## src/rtl/dotproduct_sequencer.sv

```systemverilog
// Control FSM that runs one dot-product job on the dotProduct datapath:
// optional memory clear and file load, index/PE reset, compute, then a step-count check.
module dotproduct_sequencer #(
   parameter int Nums_Data_in_bits       = 4,
   parameter int Nums_Data               = 1 << Nums_Data_in_bits,
   parameter int Nums_Pipeline_Stages    = 4,
   parameter int Pipeline_Tail           = Nums_Pipeline_Stages - 1,
   parameter int Total_Computation_Steps = Nums_Data + Pipeline_Tail
) (
   input  logic                         clk,
   input  logic                         reset_n,
   input  logic                         start,
   input  logic                         load_en,
   input  logic                         accumulate,
   input  logic                         abort,
   input  logic                         file_valid,
   output logic                         file_ready,
   input  logic [Nums_Data_in_bits:0]   dp_state,
   output logic                         Mem_reset,
   output logic                         Comp_reset,
   output logic                         Mem_Index_reset,
   output logic                         PE_reset,
   output logic                         Computing,
   output logic                         load_old_output,
   output logic                         load_from_file,
   output logic                         busy,
   output logic                         done,
   output logic                         error,
   output logic [Nums_Data_in_bits:0]   load_count
);

   localparam int CW     = Nums_Data_in_bits + 1;
   localparam int STEP_W = $clog2(Total_Computation_Steps + 1);

   localparam logic [CW-1:0]     NUMS_DATA_C = CW'(Nums_Data);
   localparam logic [CW-1:0]     EXP_STATE   = CW'(Total_Computation_Steps);
   localparam logic [STEP_W-1:0] LAST_STEP   = STEP_W'(Total_Computation_Steps - 1);

   typedef enum logic [2:0] {
      S_IDLE,
      S_CLEAR,
      S_LOAD,
      S_INIT,
      S_COMPUTE,
      S_CHECK,
      S_DONE
   } state_t;

   state_t            state_q, state_d;
   logic [STEP_W-1:0] step_q, step_d;
   logic [CW-1:0]     load_count_q, load_count_d;
   logic              acc_q, acc_d;
   logic              load_q, load_d;
   logic              error_q, error_d;
   logic              accept_word;

   // A word is consumed only in LOAD, and never in a cycle that is being aborted.
   assign accept_word = (state_q == S_LOAD) && load_q && file_valid && !abort;

   always_comb begin
      // NOTE: every next-state signal takes its hold value first, so no path leaves it unassigned (no latch).
      state_d      = state_q;
      step_d       = step_q;
      load_count_d = load_count_q;
      acc_d        = acc_q;
      load_d       = load_q;
      error_d      = error_q;

      if (abort && (state_q != S_IDLE)) begin
         state_d = S_IDLE;
      end else begin
         case (state_q)
            S_IDLE: begin
               if (start) begin
                  acc_d        = accumulate;
                  load_d       = load_en;
                  error_d      = 1'b0;
                  load_count_d = '0;
                  state_d      = load_en ? S_CLEAR : S_INIT;
               end
            end
            S_CLEAR: state_d = S_LOAD;
            S_LOAD: begin
               if (accept_word) begin
                  if (load_count_q != NUMS_DATA_C) load_count_d = load_count_q + 1'b1;
                  if (load_count_q == NUMS_DATA_C - 1'b1) state_d = S_INIT;
               end
            end
            S_INIT: begin
               step_d  = '0;
               state_d = S_COMPUTE;
            end
            S_COMPUTE: begin
               if (step_q == LAST_STEP) state_d = S_CHECK;
               else                     step_d  = step_q + 1'b1;
            end
            S_CHECK: begin
               // The datapath must have stepped exactly once per Computing cycle.
               if (dp_state != EXP_STATE) error_d = 1'b1;
               state_d = S_DONE;
            end
            S_DONE:  state_d = S_IDLE;
            default: state_d = S_IDLE;
         endcase
      end
   end

   always_ff @(posedge clk or negedge reset_n) begin
      if (!reset_n) begin
         state_q      <= S_IDLE;
         step_q       <= '0;
         load_count_q <= '0;
         acc_q        <= 1'b0;
         load_q       <= 1'b0;
         error_q      <= 1'b0;
      end else begin
         // NOTE: state registers use non-blocking assignments so all of them update together at the edge.
         state_q      <= state_d;
         step_q       <= step_d;
         load_count_q <= load_count_d;
         acc_q        <= acc_d;
         load_q       <= load_d;
         error_q      <= error_d;
      end
   end

   always_comb begin
      Mem_reset       = 1'b0;
      Comp_reset      = 1'b0;
      Mem_Index_reset = 1'b0;
      PE_reset        = 1'b0;
      Computing       = 1'b0;
      load_old_output = 1'b0;
      done            = 1'b0;
      case (state_q)
         S_CLEAR: begin
            Mem_reset       = 1'b1;
            Mem_Index_reset = 1'b1;
         end
         S_INIT: begin
            Comp_reset      = 1'b1;
            PE_reset        = 1'b1;
            Mem_Index_reset = 1'b1;
         end
         S_COMPUTE: begin
            Computing       = !abort;
            load_old_output = acc_q;
         end
         S_DONE:  done = 1'b1;
         default: ;
      endcase
   end

   assign file_ready     = accept_word;
   assign load_from_file = accept_word;
   assign busy           = (state_q != S_IDLE);
   assign error          = error_q;
   assign load_count     = load_count_q;

endmodule

```

## config.mk

```make
export PLATFORM = sky130hd
export DESIGN_NAME = dotproduct_sequencer
export DESIGN_NICKNAME = d
export VERILOG_FILES = /design/src/rtl/dotproduct_sequencer.sv
export SDC_FILE = /design/constraint.sdc
export NUM_CORES = 1
export LEC_CHECK = 0
export ABC_AREA = 1
export BUFFER_PORTS_ARGS = -buffer_cell sky130_fd_sc_hd__buf_2
export CORE_MARGIN = 2
export CORE_UTILIZATION = 56
export CTS_BUF_LIST = sky130_fd_sc_hd__clkbuf_16
export DETAILED_ROUTE_END_ITERATION = 6
export PLACE_DENSITY = 0.83
export SYNTH_ARGS = -nofsm -noshare
export SYNTH_HDL_FRONTEND = slang
export SYNTH_SLANG_ARGS = --single-unit
```

## constraint.sdc

```tcl
create_clock -name clk -period 4.05 [get_ports clk]
set_input_delay 0.6075 -clock clk [delete_from_list [all_inputs] [get_ports clk]]
set_output_delay 0.6075 -clock clk [all_outputs]
set_load 0.02 [all_outputs]
```

==> results.cfg <==
[logic_synthesis]
synthDistinctLibCells = 22
syn_area_um2 = 1120
synth_edf_count = 0
postSynthAreaPerCell_um2 = 7.50
synth.most_common_cell = nand2_1
ys_seq_area_share_pct = 35.8
yosys.area.top_type_share_pct = 35.8
netlist_instances = 149
synth_top_cell_by_area = dfrtp_1
yosysWarnings = 0
synth.area.top_cells = dfrtp_1 (36%), nand2_1 (14%), nor2_4 (6.0%)
ys_ff_latch = 16
synthTopCellsByCount = nand2_1 (41), inv_1 (17), dfrtp_1 (16), nor2_1 (16), nand3_1 (12)
synth_fp_nets = 166
ys.flop_type = dfrtp_1
synth-async-reset-ratio_pct = 100

[cts]
numCtsBuffers = 3
hold_buffers = 0
htree_levels = 1
insertion_delay_ns = 0.25
clock_tree.root_cell = clkbuf_16
cts.repair.resized = 0
cts_setup_buffers = 0
clockBufferDepth = 2
clock-sinks = 16
cts_tree = built
clk_pin_slew_worst_paths_ns = 0.05

[worst_setup_path]
timing.rr.start = load_count[0]$_DFFE_PN0P_
crit_buf_inv = 1
ff2ff_setup_slack_ns = 2.61
cp-start-kind = flip-flop
crit_start = state_q[2]$_DFFE_PN0P_
critPathMaxFanout = 7
r2r_cells = 8
slowest_delay_ns = 0.47
cp-end-kind = output port
path_class = reg -> out
path_delay_family = simple AND/OR/NAND/NOR gates
crit_slowest_cell = dfrtp_1
required_ns = 3.44
arrival_ns = 1.45
r2r-end = state_q[0]$_DFFE_PN0P_
path_cells = nor2_4, nand2_4, nor3_1, buf_2

[cells_and_area]
syn_to_final_growth_pct = 20.8
drive_gt1_share_pct = 25.8
antenna_cells = 0
num-nets-final = 196

[routing]
wl_mm = 2.38
routed_wire_length_per_instance_um = 11.6
via_count = 1052
drc = 0
routed_via_density = 5.13
first_iter_violations = 27
drtPass1Iterations = 4
ant_nets = 0

[grt]
grt_max_degree = 17
grt_first_pass_wirelength_mm = 4.24
overflow = 0
grt_pass1_vias = 1045
grt.total_usage_pct = 22.5
antenna_found_initial = 0

[power]
powerDensity_nw_per_um2 = 625
vdd_drop_max_mv = 0.399
leakage_nw = 0.740
total_power_mw = 0.843

[placement]
pre_cts_ws_ns = 2.25
io_buffers = 27
dp_hpwl_mm = 1.78
gp_congestion = 0.846

[timing]
slew-limit-headroom_pct = 75.5
worstMarginPinSlew_ns = 0.367
rsz0062_at_grt = no
fin_tns_setup_ns = 0
worst_slack_ns = 1.99
finalCritPeriodShare_pct = 50.7
skew_ns = 0.00100
slew_viol_final = 0
holdWs_ns = 0.270
fmax_mhz = 487
finalHoldViolations = 0
setup_viol = 0
min_period_ns = 2.06

[die]
initial_core_util_pct = 58.1
die_area_um2 = 2370
fp.dieH_um = 48.7
row_count = 16
die-width_um = 48.7
core_um2 = 1920
io_pins = 28

[outcome]
status = finished clean

[hold_path]
hold_class = in -> async

[flow_run]
maxCapViolations = 0
[state kept, by name, summed over array words and instances, names as in the netlist]
signal and count:
state_q 3, acc_q 1, step_q 5, load_q 1
load_count 5, error 1
[cell usage in the layout (no fill, tap or decap)]
cell,count
nor3_1,3
nand3_1,12
nand3b_1,2
nor2_4,6
ha_1,5
clkinv_1,1
o21ai_0,6
xor2_1,3
nand3_4,1
xnor2_1,1
inv_1,17
buf_2,27
clkbuf_16,3
nor2_2,2
nand2_2,3
nand2_4,3
nand4_1,3
o211ai_1,1
nor2_1,16
dfrtp_1,16
or2_0,1
a21oi_1,4
nand2_1,41
inv_2,1
[logic make-up after synthesis]
family	count (synthesis)	synth area share, %
compound gates	11	5.15
xor+xnor	4	3.14
fa+ha+maj	5	5.60
buf+inv	20	7.39
flops	16	35.8
simple gates	93	42.9
[metal layers]
layer	track usage (%)	share of wire (%)
met4	7.14	1.5
met3	3.70	4.0
met1	26.5	43
met2	41.3	52
met5	0	0
[power by group]
part / internal (mW) / total (mW) / switching [mW]
Clock: 0.131 / 0.194 / 0.0627
Sequential: 0.203 / 0.257 / 0.0539
Combinational: 0.125 / 0.393 / 0.268
[area by class of cell]
| cell class | instances | area, um^2 |
|---|---|---|
| fill | 173 | 572 |
| sequential | 16 | 400 |
| inverter | 18 | 67.6 |
| clock buffer | 3 | 75.1 |
| tap | 27 | 33.8 |
| timing repair buffer | 27 | 135 |
| multi-input combinational | 113 | 634 |
| clock inverter | 1 | 3.75 |
[worst max path at each step]
stage	end	slack, ns	depth (start not counted)
finish	load_from_file	1.99	4
global route	file_ready	1.88	4
CTS	file_ready	1.98	4
detailed placement	load_from_file	2.25	4
global placement	file_ready	2.27	3
floorplan	load_from_file	1.91	4
[through the flow]
step,utilization [%],std cells,cell area (um^2)
2_1_floorplan,-,149,1120
3_3_place_gp,66.1,201,1270
3_5_place_dp,66.1,201,1270
4_1_cts,70.2,205,1350
5_1_grt,70.2,205,1350
6_report,70.2,205,1350
Power figures use the tool's default switching activity.
